--- config.mk ---
export PLATFORM = sky130hd
export DESIGN_NAME = tap_ctrl
export DESIGN_NICKNAME = d
export VERILOG_FILES = /design/src/rtl/tap_ctrl.sv
export SDC_FILE = /design/constraint.sdc
export NUM_CORES = 1
export LEC_CHECK = 0
export ABC_AREA = 0
export CORE_MARGIN = 3
export CORE_UTILIZATION = 43
export CTS_BUF_LIST = sky130_fd_sc_hd__clkbuf_4 sky130_fd_sc_hd__clkbuf_8 sky130_fd_sc_hd__clkbuf_16
export DETAILED_ROUTE_END_ITERATION = 8
export PLACE_DENSITY = 0.74
export SYNTH_ARGS = -nofsm -noshare
export SYNTH_HDL_FRONTEND = slang
export SYNTH_SLANG_ARGS = --single-unit
--- constraint.sdc ---
create_clock -name TCK -period 1.3 [get_ports TCK]
set_input_delay 0.26 -clock TCK [delete_from_list [all_inputs] [get_ports TCK]]
set_output_delay 0.26 -clock TCK [all_outputs]
set_load 0.02 [all_outputs]
--- src/rtl/tap_ctrl.sv ---
// ---------------------------------------------------------------------------
// tap_ctrl
//   1149.1-style TAP controller for the dr block. It contains a 16-state
//   TMS-driven FSM, an IR_W-bit instruction register with a capture/shift
//   shifter and instruction decode, a 1-bit bypass register and the TDO
//   output multiplexer.
//
// Ports
//   TCK             test clock. State changes on posedge; TDO/TDO_EN on negedge.
//   TRST_N          asynchronous active-low reset.
//   TMS             mode select, sampled on posedge TCK.
//   TDI             serial data in (IR shifter and bypass).
//   ID_REG_TDO      serial out of the dr IDCODE path (already negedge-registered).
//   BSR_TDO         serial out of the dr BSR path (already negedge-registered).
//   TDO             serial data out.
//   TDO_EN          high while ShIR or ShDR is active (negedge-registered).
//   CAPTUREDR       decode of state == CapDR.
//   SHIFTDR         decode of state == ShDR.
//   UPDATEDR        decode of state == UpdDR.
//   *_SELECT        one-hot instruction decode of the IR.
//   TAP_STATE       current state code (debug).
// ---------------------------------------------------------------------------
module tap_ctrl #(
  parameter int              IR_W       = 4,
  parameter logic [IR_W-1:0] IR_RESET   = IR_W'(4'h1),
  parameter logic [IR_W-1:0] IR_CAPTURE = IR_W'(4'b0101)
) (
  input  logic       TCK,
  input  logic       TRST_N,
  input  logic       TMS,
  input  logic       TDI,
  input  logic       ID_REG_TDO,
  input  logic       BSR_TDO,
  output logic       TDO,
  output logic       TDO_EN,
  output logic       CAPTUREDR,
  output logic       SHIFTDR,
  output logic       UPDATEDR,
  output logic       IDCODE_SELECT,
  output logic       SAMPLE_SELECT,
  output logic       EXTEST_SELECT,
  output logic       INTEST_SELECT,
  output logic       USERCODE_SELECT,
  output logic       RUNBIST_SELECT,
  output logic       BYPASS_SELECT,
  output logic [3:0] TAP_STATE
);

  typedef enum logic [3:0] {
    S_TLR   = 4'hF,
    S_RTI   = 4'hC,
    S_SELDR = 4'h7,
    S_CAPDR = 4'h6,
    S_SHDR  = 4'h2,
    S_EX1DR = 4'h1,
    S_PSDR  = 4'h3,
    S_EX2DR = 4'h0,
    S_UPDDR = 4'h5,
    S_SELIR = 4'h4,
    S_CAPIR = 4'hE,
    S_SHIR  = 4'hA,
    S_EX1IR = 4'h9,
    S_PSIR  = 4'hB,
    S_EX2IR = 4'h8,
    S_UPDIR = 4'hD
  } tap_state_e;

  // Which source drives TDO during the current low phase of TCK.
  typedef enum logic [1:0] {
    SRC_REG = 2'd0,  // internally registered bit (IR shifter, bypass or 0)
    SRC_ID  = 2'd1,  // dr IDCODE chain
    SRC_BSR = 2'd2   // dr BSR chain
  } tdo_src_e;

  localparam logic [IR_W-1:0] OP_EXTEST   = IR_W'(4'h0);
  localparam logic [IR_W-1:0] OP_IDCODE   = IR_W'(4'h1);
  localparam logic [IR_W-1:0] OP_SAMPLE   = IR_W'(4'h2);
  localparam logic [IR_W-1:0] OP_INTEST   = IR_W'(4'h3);
  localparam logic [IR_W-1:0] OP_USERCODE = IR_W'(4'h4);
  localparam logic [IR_W-1:0] OP_RUNBIST  = IR_W'(4'h5);

  tap_state_e      r_state;
  tap_state_e      w_next;
  logic [IR_W-1:0] r_ir;
  logic [IR_W-1:0] r_ir_sh;
  logic            r_bypass;
  logic            r_tdo_reg;
  tdo_src_e        r_tdo_src;
  logic            r_tdo_en;

  logic            w_sel_idcode;
  logic            w_sel_sample;
  logic            w_sel_extest;
  logic            w_sel_intest;
  logic            w_sel_usercode;
  logic            w_sel_runbist;
  logic            w_sel_bypass;
  logic            w_shift_state;
  logic            w_tdo_reg_nxt;
  tdo_src_e        w_tdo_src_nxt;

  // -------------------------------------------------------------------------
  // TAP FSM
  // -------------------------------------------------------------------------
  always_ff @(posedge TCK or negedge TRST_N) begin
    if (!TRST_N) r_state <= S_TLR;
    else         r_state <= w_next;
  end

  always_comb begin
    w_next = S_TLR;
    case (r_state)
      S_TLR:   w_next = TMS ? S_TLR   : S_RTI;
      S_RTI:   w_next = TMS ? S_SELDR : S_RTI;
      S_SELDR: w_next = TMS ? S_SELIR : S_CAPDR;
      S_CAPDR: w_next = TMS ? S_EX1DR : S_SHDR;
      S_SHDR:  w_next = TMS ? S_EX1DR : S_SHDR;
      S_EX1DR: w_next = TMS ? S_UPDDR : S_PSDR;
      S_PSDR:  w_next = TMS ? S_EX2DR : S_PSDR;
      S_EX2DR: w_next = TMS ? S_UPDDR : S_SHDR;
      S_UPDDR: w_next = TMS ? S_SELDR : S_RTI;
      S_SELIR: w_next = TMS ? S_TLR   : S_CAPIR;
      S_CAPIR: w_next = TMS ? S_EX1IR : S_SHIR;
      S_SHIR:  w_next = TMS ? S_EX1IR : S_SHIR;
      S_EX1IR: w_next = TMS ? S_UPDIR : S_PSIR;
      S_PSIR:  w_next = TMS ? S_EX2IR : S_PSIR;
      S_EX2IR: w_next = TMS ? S_UPDIR : S_SHIR;
      S_UPDIR: w_next = TMS ? S_SELDR : S_RTI;
      default: w_next = S_TLR;
    endcase
  end

  // Registered-state decodes only: dr acts on the posedge that leaves the
  // state, and there is no combinational path from TMS.
  assign TAP_STATE     = r_state;
  assign CAPTUREDR     = (r_state == S_CAPDR);
  assign SHIFTDR       = (r_state == S_SHDR);
  assign UPDATEDR      = (r_state == S_UPDDR);
  assign w_shift_state = (r_state == S_SHDR) || (r_state == S_SHIR);

  // -------------------------------------------------------------------------
  // Instruction register and its shifter
  // -------------------------------------------------------------------------
  always_ff @(posedge TCK or negedge TRST_N) begin
    if (!TRST_N) begin
      r_ir_sh <= '0;
      r_ir    <= IR_RESET;
    end else begin
      case (r_state)
        S_CAPIR: r_ir_sh <= IR_CAPTURE;
        S_SHIR:  r_ir_sh <= {TDI, r_ir_sh[IR_W-1:1]};
        default: r_ir_sh <= r_ir_sh;
      endcase
      // Reload on every posedge that lands in TLR, so holding TMS high
      // always restores IDCODE regardless of the path taken.
      if (w_next == S_TLR)
        r_ir <= IR_RESET;
      else if (r_state == S_UPDIR)
        r_ir <= r_ir_sh;
    end
  end

  // Unlisted opcodes fall into BYPASS so exactly one select is always high.
  always_comb begin
    w_sel_idcode   = 1'b0;
    w_sel_sample   = 1'b0;
    w_sel_extest   = 1'b0;
    w_sel_intest   = 1'b0;
    w_sel_usercode = 1'b0;
    w_sel_runbist  = 1'b0;
    w_sel_bypass   = 1'b0;
    case (r_ir)
      OP_EXTEST:   w_sel_extest   = 1'b1;
      OP_IDCODE:   w_sel_idcode   = 1'b1;
      OP_SAMPLE:   w_sel_sample   = 1'b1;
      OP_INTEST:   w_sel_intest   = 1'b1;
      OP_USERCODE: w_sel_usercode = 1'b1;
      OP_RUNBIST:  w_sel_runbist  = 1'b1;
      default:     w_sel_bypass   = 1'b1;
    endcase
  end

  assign IDCODE_SELECT   = w_sel_idcode;
  assign SAMPLE_SELECT   = w_sel_sample;
  assign EXTEST_SELECT   = w_sel_extest;
  assign INTEST_SELECT   = w_sel_intest;
  assign USERCODE_SELECT = w_sel_usercode;
  assign RUNBIST_SELECT  = w_sel_runbist;
  assign BYPASS_SELECT   = w_sel_bypass;

  // -------------------------------------------------------------------------
  // Bypass register
  // -------------------------------------------------------------------------
  always_ff @(posedge TCK or negedge TRST_N) begin
    if (!TRST_N)
      r_bypass <= 1'b0;
    else if (w_sel_bypass && (r_state == S_CAPDR))
      r_bypass <= 1'b0;
    else if (w_sel_bypass && (r_state == S_SHDR))
      r_bypass <= TDI;
  end

  // -------------------------------------------------------------------------
  // TDO path. Internal bits are retimed on negedge. The dr chains are
  // already negedge-registered, so only their mux select is retimed here and
  // the data passes straight through; all sources then change together.
  // -------------------------------------------------------------------------
  always_comb begin
    w_tdo_reg_nxt = 1'b0;
    w_tdo_src_nxt = SRC_REG;
    if (r_state == S_SHIR) begin
      w_tdo_reg_nxt = r_ir_sh[0];
    end else if (r_state == S_SHDR) begin
      if (w_sel_bypass)      w_tdo_reg_nxt = r_bypass;
      else if (w_sel_idcode) w_tdo_src_nxt = SRC_ID;
      else                   w_tdo_src_nxt = SRC_BSR;
    end
  end

  always_ff @(negedge TCK or negedge TRST_N) begin
    if (!TRST_N) begin
      r_tdo_reg <= 1'b0;
      r_tdo_src <= SRC_REG;
      r_tdo_en  <= 1'b0;
    end else begin
      r_tdo_reg <= w_tdo_reg_nxt;
      r_tdo_src <= w_tdo_src_nxt;
      r_tdo_en  <= w_shift_state;
    end
  end

  always_comb begin
    TDO = r_tdo_reg;
    case (r_tdo_src)
      SRC_ID:  TDO = ID_REG_TDO;
      SRC_BSR: TDO = BSR_TDO;
      default: TDO = r_tdo_reg;
    endcase
  end

  assign TDO_EN = r_tdo_en;

endmodule

**After elaboration in Yosys (flattened, before gate mapping)**

Cells that the tools add are included.

- Bits in registers: 17
- Input bits: 6
- Logic and storage cells: 75

- Equal/unequal tests: 23
- Muxes and demuxes: 33
- Reductions and logical operators: 12

Operators by type and width:

| cell | number |
|---|---|
| $pmux W4 S12 | 1 |
| $eq A4 B4 Y1 const B | 9 |
| $eq A4 B3 Y1 const B | 6 |
| $mux W2 | 10 |
| $eq A4 B2 Y1 const B | 4 |
| $mux W1 | 13 |
| $mux W3 | 4 |
| $mux W4 | 3 |
| $eq A4 B1 Y1 const B | 2 |
| $logic_not A4 Y1 | 2 |
| $pmux W4 S2 | 1 |
| $reduce_bool A2 Y1 | 3 |
| $reduce_or A6 Y1 | 1 |
| $reduce_or A2 Y1 | 2 |
| $reduce_or A3 Y1 | 1 |
| $eq A2 B1 Y1 const B | 1 |
| $eq A2 B2 Y1 const B | 1 |
| $logic_and A1 B1 Y1 | 2 |
| $pmux W1 S2 | 1 |
| $logic_or A1 B1 Y1 | 1 |

**Longest topological paths before layout**

Gate-level depths: netlist of run 1.

- Depth in word-level cells: 6
- Depth in mapped cells: 4
- Gate-level depth less buffers: 4

==> metrics.txt, run 1 <==
# TYPE chip_impl_metric gauge
chip_impl_metric{name="floorplan.io_pins",unit=""} 22
chip_impl_metric{name="clk_slew_on_worst_s_h_paths",unit="ps"} 100
chip_impl_info{name="critPathKind",value="reg -> out"} 1
chip_impl_metric{name="finalHoldViolCount",unit=""} 0
chip_impl_info{name="ys.flop_type",value="dfrtp_1"} 1
chip_impl_metric{name="maxCapViolCount",unit=""} 0
chip_impl_metric{name="initial_utilization",unit=""} 0.462
chip_impl_metric{name="number_of_cts_inserted_buffers",unit=""} 3
chip_impl_metric{name="routabilityCongestion",unit=""} 0.716
chip_impl_metric{name="synthesis.area_per_instance",unit="µm²"} 9.96
chip_impl_metric{name="synth_cell_type_count",unit=""} 37
chip_impl_metric{name="diodes",unit=""} 0
chip_impl_metric{name="die_area",unit="µm²"} 2720
chip_impl_info{name="mostFrequentLayoutCell",value="buf_6"} 1
chip_impl_info{name="crit_chain",value="buf_4 -> ha_2 -> a22oi_2 -> o21ai_4 -> buf_6"} 1
chip_impl_info{name="worstSetupEndpointType",value="output pin"} 1
chip_impl_metric{name="die_width",unit="µm"} 52.2
chip_impl_info{name="violations",value="negative setup slack"} 1
chip_impl_metric{name="final_antenna_net_count",unit=""} 0
chip_impl_metric{name="clk_path_buf_depth",unit=""} 2
chip_impl_info{name="netlist.top_cell.by_area",value="dfrtp_1"} 1
chip_impl_metric{name="drt_drc_violations_left",unit=""} 0
chip_impl_metric{name="total_leakage_power",unit="µW"} 0.000821
chip_impl_metric{name="die_extent_in_y",unit="µm"} 52.2
chip_impl_info{name="timing.critical_path.from_type",value="flip-flop"} 1
chip_impl_metric{name="synth_async_sr_flop_share",unit=""} 1.00
chip_impl_metric{name="total_of_flip_flops_plus_latches_after_synthesis",unit=""} 17
chip_impl_metric{name="grt_use_total",unit=""} 0.214
chip_impl_metric{name="nets",unit=""} 166
chip_impl_metric{name="gr-total-overflow",unit=""} 0
chip_impl_metric{name="cts.sink_count",unit=""} 17
chip_impl_info{name="outcome",value="complete, but fails checks"} 1
chip_impl_metric{name="dp_slack",unit="ps"} -1070
chip_impl_metric{name="grt_max_degree",unit=""} 14
chip_impl_metric{name="core_region_area",unit="µm²"} 1980
chip_impl_metric{name="critical_path.max_stage_delay",unit="ps"} 460
chip_impl_metric{name="floorplan.rows",unit=""} 16
chip_impl_info{name="clock-root-buffer",value="clkbuf_4"} 1
chip_impl_metric{name="synthesis.yosys.warnings",unit=""} 0
chip_impl_metric{name="worstSkewPairLatency",unit="ps"} 300
chip_impl_metric{name="seq_area",unit="µm²"} 434
chip_impl_info{name="rsz0062_at_grt",value="true"} 1
chip_impl_metric{name="layout-drive-gt1-share",unit=""} 0.688
chip_impl_metric{name="via_per_inst",unit=""} 5.34
chip_impl_info{name="holdCritPathClass",value="in -> async"} 1
chip_impl_metric{name="worst-endpoint-required",unit="ps"} 1040
chip_impl_metric{name="antenna_found_initial",unit=""} 0
chip_impl_metric{name="num_vias",unit=""} 983
chip_impl_metric{name="final.setup.tns",unit="ps"} -8630
chip_impl_metric{name="port_buffers",unit=""} 21
chip_impl_metric{name="synth_top_area_share",unit=""} 0.219
chip_impl_metric{name="worst-slew-pin-transition",unit="ps"} 286
chip_impl_metric{name="postSynthNetCount",unit=""} 100
chip_impl_metric{name="htreeDepth",unit=""} 1
chip_impl_metric{name="critPathMaxFanout",unit=""} 2
chip_impl_metric{name="grt_pass1_vias",unit=""} 937
chip_impl_metric{name="final-setup-viol-count",unit=""} 31
chip_impl_metric{name="synth_edf_count",unit=""} 0
chip_impl_metric{name="final.setup_skew",unit="ps"} 1.76
chip_impl_info{name="layout_common_cells",value="buf_6, buf_4, nor2_1, dfrtp_1"} 1
chip_impl_metric{name="critical_path_arrival",unit="ps"} 2010
chip_impl_metric{name="ratio_of_total_power_to_cell_area",unit="nW/µm²"} 2470
chip_impl_metric{name="area_of_combinational_cells_with_multiple_inputs",unit="µm²"} 619
chip_impl_metric{name="place.detailed.hpwl",unit="µm"} 1530
chip_impl_info{name="tritoncts_clock_tree",value="built"} 1
chip_impl_metric{name="final-max-slew-violation-count",unit=""} 0
chip_impl_metric{name="global_route_wire_length_before_repair",unit="µm"} 4200
chip_impl_info{name="cp_slowest_cell",value="dfrtn_1"} 1
chip_impl_metric{name="netlist_instances",unit=""} 92
chip_impl_metric{name="fin_util",unit=""} 0.896
chip_impl_metric{name="avgRoutedWirePerCell",unit="µm"} 17.1
chip_impl_metric{name="slew_headroom",unit=""} 0.809
chip_impl_metric{name="ir_worst_vdd",unit="mV"} 1.74
chip_impl_metric{name="drt_pre_antenna_iters",unit=""} 4
chip_impl_metric{name="worst_r2r_path_depth",unit=""} 3
chip_impl_metric{name="synth-seq-area-share",unit=""} 0.471
chip_impl_metric{name="syn2layout_area_growth",unit="%"} 93.9
chip_impl_info{name="netlist_top_cells_area",value="dfrtp_1, dfstp_2, dfrtn_1, mux2i_1, nor2_1"} 1
chip_impl_metric{name="fillers",unit=""} 75
chip_impl_metric{name="postLayoutSetupSlackWorst",unit="ps"} -967
chip_impl_metric{name="wl",unit="µm"} 3150
chip_impl_metric{name="syn_area",unit="µm²"} 916
chip_impl_metric{name="first_iteration_detailed_routing_drc_count",unit=""} 20
logic make-up (layout without fill, tap and decap cells):
logic type,count (synthesis),after routing,synth area share
compound gates,16,16,0.124
flops,17,17,0.471
fa+ha+maj,2,2,0.0273
buf+inv,9,74,0.0519
simple gates,44,44,0.281
mux,4,4,0.0437
worst max-delay path: cells and delay by family (launching register included):
family,cells,cell delay [ps]
buf+inv,2,250
compound gates,2,190
fa+ha+maj,1,160
flops,1,460
synthesized netlist by cell type (all sizes together) (2+ instances only):
master / n
a21oi: 2
a22oi: 2
buf: 4
dfrtn: 4
dfrtp: 8
dfstp: 5
ha: 2
inv: 4
mux2i: 4
nand2: 8
nand2b: 5
nand3: 2
nand3b: 2
nor2: 9
nor2b: 2
nor3: 5
nor3b: 3
o21ai: 6
per-stage QoR:
stage | hold WS, ps | total power (µW) | instance area [µm²] | instances
6_report | 461 | 4380 | 1780 | 184
5_1_grt | 491 | 4600 | 1780 | 184
3_3_place_gp | 497 | 2760 | 1340 | 154
4_1_cts | 463 | 3890 | 1650 | 178
3_5_place_dp | 511 | 2810 | 1340 | 154
2_1_floorplan | -35.6 | 2100 | 1010 | 92
power breakdown:
group / switching [µW] / internal, µW / total [µW]
Sequential: 221 / 783 / 1000
Clock: 178 / 115 / 293
Combinational: 1390 / 1700 / 3080
Total: 1790 / 2590 / 4380
metal layers:
metal / GRT usage / wire [µm]
met4: 0.0979 / 97
met5: 0 / 0
met2: 0.402 / 1720
met3: 0.0287 / 172
met1: 0.236 / 1160
what timing repair did:
item,CTS,global route
gates resized for setup,131,26
cloned,0,0
hold buffers,0,0
pin swaps,23,16
buffers inserted,22,12
setup endpoints to repair,24,33
area by class of cell:
cell class                      count  share of cell area
Clock inverter                      1             0.00282
Timing Repair Buffer               66               0.364
Inverter                            4             0.00846
Multi-Input combinational cell     66               0.349
Clock buffer                        3              0.0127
Tap cell                           27              0.0190
Sequential cell                    17               0.245
path summary, 6_finish.rpt:
kind | end | start | slack [ps]
min in group TCK | r_ir_sh[3] | TDI | 540
max | TDO | r_tdo_src[0] | -970
min | r_ir[2] | TRST_N | 460
min reg2reg | r_bypass | r_bypass | 550
max reg2reg | r_tdo_src[1] | TAP_STATE[0] | -430
max in group asynchronous | TDO_EN | TRST_N | 360
(Power assumes the default switching activity.)
==> run 2: changes to the inputs <==
Settings changed: CORE_MARGIN 3 to unset, TNS_END_PERCENT set to 20.
==> run 2 against run 1 <==
First-iteration DRC count shrank 35%; highest routed layer unchanged; critical path type unchanged; die area decreased by 15%; the run still ends with negative setup slack left; total power shrank 17%.
==> metrics.txt, run 2 (synthesized netlist as in run 1, its figures left out) <==
# TYPE chip_impl_metric gauge
chip_impl_info{name="outcome",value="complete, but fails checks"} 1
chip_impl_info{name="violations",value="negative setup slack"} 1
chip_impl_metric{name="buffers_plus_inverters_on_the_worst_setup_path",unit=""} 2
chip_impl_metric{name="place.detailed.hpwl",unit="µm"} 1510
chip_impl_info{name="clock-root-buffer",value="clkbuf_4"} 1
chip_impl_metric{name="htreeDepth",unit=""} 1
chip_impl_info{name="mostFrequentLayoutCell",value="buf_4"} 1
chip_impl_metric{name="grt_pass1_vias",unit=""} 695
chip_impl_metric{name="finalHoldViolCount",unit=""} 0
chip_impl_metric{name="postLayoutSetupSlackWorst",unit="ps"} -925
chip_impl_metric{name="use_met3",unit=""} 0.0444
chip_impl_metric{name="number_of_cts_inserted_buffers",unit=""} 3
chip_impl_metric{name="clk_path_buf_depth",unit=""} 2
chip_impl_metric{name="die_area",unit="µm²"} 2320
chip_impl_metric{name="gr-total-overflow",unit=""} 0
chip_impl_metric{name="number_of_buffers_added_to_fix_hold_violations_after_cts",unit=""} 0
chip_impl_info{name="holdCritPathClass",value="in -> async"} 1
chip_impl_metric{name="antenna_found_initial",unit=""} 0
chip_impl_metric{name="avgRoutedWirePerCell",unit="µm"} 13.0
chip_impl_metric{name="switching_share",unit=""} 0.403
chip_impl_metric{name="layout-drive-gt1-share",unit=""} 0.577
chip_impl_metric{name="syn2layout_area_growth",unit="%"} 69.7
chip_impl_metric{name="postLayoutCellArea",unit="µm²"} 1550
chip_impl_metric{name="cell_internal_pwr",unit="µW"} 2160
chip_impl_metric{name="maxCapViolCount",unit=""} 0
chip_impl_metric{name="diodes",unit=""} 0
chip_impl_metric{name="floorplan.io_pins",unit=""} 22
chip_impl_info{name="worstSetupEndpointType",value="output pin"} 1
chip_impl_metric{name="die_width",unit="µm"} 48.2
chip_impl_metric{name="final_antenna_net_count",unit=""} 0
chip_impl_metric{name="placed_area",unit="µm²"} 1370
chip_impl_metric{name="core_region_area",unit="µm²"} 1980
chip_impl_metric{name="worst-slew-pin-transition",unit="ps"} 265
chip_impl_metric{name="grt_max_degree",unit=""} 14
chip_impl_metric{name="grt_use_total",unit=""} 0.192
chip_impl_metric{name="initial_utilization",unit=""} 0.462
chip_impl_metric{name="critical_path_arrival",unit="ps"} 1960
chip_impl_metric{name="final-max-slew-violation-count",unit=""} 0
chip_impl_metric{name="switchingPower",unit="µW"} 1460
chip_impl_metric{name="nets",unit=""} 151
chip_impl_metric{name="slew_headroom",unit=""} 0.823
chip_impl_metric{name="critical_path.max_stage_delay",unit="ps"} 350
chip_impl_metric{name="clk_slew_on_worst_s_h_paths",unit="ps"} 100
chip_impl_metric{name="critPathMaxFanout",unit=""} 2
chip_impl_metric{name="global_route.usage.met1",unit=""} 0.248
chip_impl_metric{name="grtUsageMet2",unit=""} 0.307
chip_impl_info{name="crit_chain",value="buf_4 -> ha_4 -> a22oi_2 -> o21ai_4 -> buf_6"} 1
chip_impl_info{name="tritoncts_clock_tree",value="built"} 1
chip_impl_metric{name="routabilityCongestion",unit=""} 0.730
chip_impl_metric{name="wl",unit="µm"} 2200
chip_impl_metric{name="ratio_of_total_power_to_cell_area",unit="nW/µm²"} 2330
chip_impl_info{name="timing.critical_path.max_delay_family",value="flip-flops"} 1
chip_impl_metric{name="final-setup-viol-count",unit=""} 28
chip_impl_info{name="layout_common_cells",value="buf_4, buf_6, nor2_1"} 1
chip_impl_metric{name="port_buffers",unit=""} 21
chip_impl_metric{name="dp_slack",unit="ps"} -1070
chip_impl_info{name="globalRoute.busiestLayer",value="met2"} 1
chip_impl_info{name="rsz0062_at_grt",value="true"} 1
chip_impl_metric{name="fillers",unit=""} 115
chip_impl_metric{name="worstSkewPairLatency",unit="ps"} 280
chip_impl_metric{name="floorplan.rows",unit=""} 16
chip_impl_info{name="critPathKind",value="reg -> out"} 1
chip_impl_metric{name="die_extent_in_y",unit="µm"} 48.2
chip_impl_metric{name="worst-endpoint-required",unit="ps"} 1040
chip_impl_metric{name="global_route_wire_length_before_repair",unit="µm"} 2980
chip_impl_info{name="cp_slowest_cell",value="dfrtn_1"} 1
chip_impl_metric{name="sequential_power_share",unit=""} 0.286
chip_impl_metric{name="drt_pre_antenna_iters",unit=""} 4
chip_impl_metric{name="power.share.clock",unit=""} 0.075
chip_impl_metric{name="num_vias",unit=""} 846
chip_impl_metric{name="ir_worst_vdd",unit="mV"} 1.51
chip_impl_metric{name="cts.sink_count",unit=""} 17
chip_impl_metric{name="comb_power_share",unit=""} 0.639
chip_impl_metric{name="final.setup_skew",unit="ps"} 7.41
chip_impl_metric{name="total_leakage_power",unit="µW"} 0.000708
chip_impl_metric{name="drt_drc_violations_left",unit=""} 0
chip_impl_metric{name="first_iteration_detailed_routing_drc_count",unit=""} 13
chip_impl_info{name="timing.critical_path.from_type",value="flip-flop"} 1
chip_impl_metric{name="via_per_inst",unit=""} 5.01
## run 2: repair_timing
item / 4_1_cts / 5_1_grt
cloned: 0 / 0
pin swaps: 13 / 7
gates resized for setup: 98 / 20
setup endpoints to repair: 28 / 30
buffers inserted: 3 / 5
## run 2: stage by stage
stage               setup TNS (ps)  total power [µW]  hold WS (ps)   util  std cells
floorplan                    -3840              2090         -35.6      -         92
global placement             -8450              2850           495  0.691        158
detailed placement           -8690              2910           504  0.691        158
CTS                          -6370              3280           475  0.723        164
global route                 -8580              3890           506  0.784        169
finish                       -6650              3620           466  0.784        169
## run 2: worst paths after layout
kind / from / endpoint / slack (ps) / cells after the start
worst max-delay path: r_tdo_src[1] / TDO / -920 / 5
max in group asynchronous: TRST_N / r_tdo_src[0] / 340 / 1
min in group TCK: r_ir_sh[3] / r_ir_sh[3] / 530 / 2
worst min-delay path: TRST_N / r_ir[2] / 470 / 2
worst max register to register: r_ir[1] / r_tdo_reg / -480 / 4
worst min register to register: r_ir_sh[3] / r_ir_sh[3] / 530 / 2
## run 2: metal layers
metal | vias up | share of wire
li1 | 424 | -
met1 | 403 | 0.42
met2 | 17 | 0.54
met3 | 2 | 0.027
met4 | 0 | 0.0086
met5 | - | 0
## run 2: area by class of cell
type                            instances  area (µm²)  share of cell area
Tap cell                               27        33.8              0.0217
Sequential cell                        17         435               0.280
Multi-Input combinational cell         66         582               0.374
Clock inverter                          1        5.00             0.00322
Inverter                                4        15.0             0.00966
Clock buffer                            3        22.5              0.0145
Timing Repair Buffer                   51         460               0.296
## run 2: power by group through the flow
stage               Sequential (µW)  Clock, µW  Combinational, µW
floorplan                      1040          0               1050
global placement                979          0               1870
detailed placement              987          0               1920
CTS                             997        284               2000
global route                   1060        321               2500
finish                         1040        272               2310
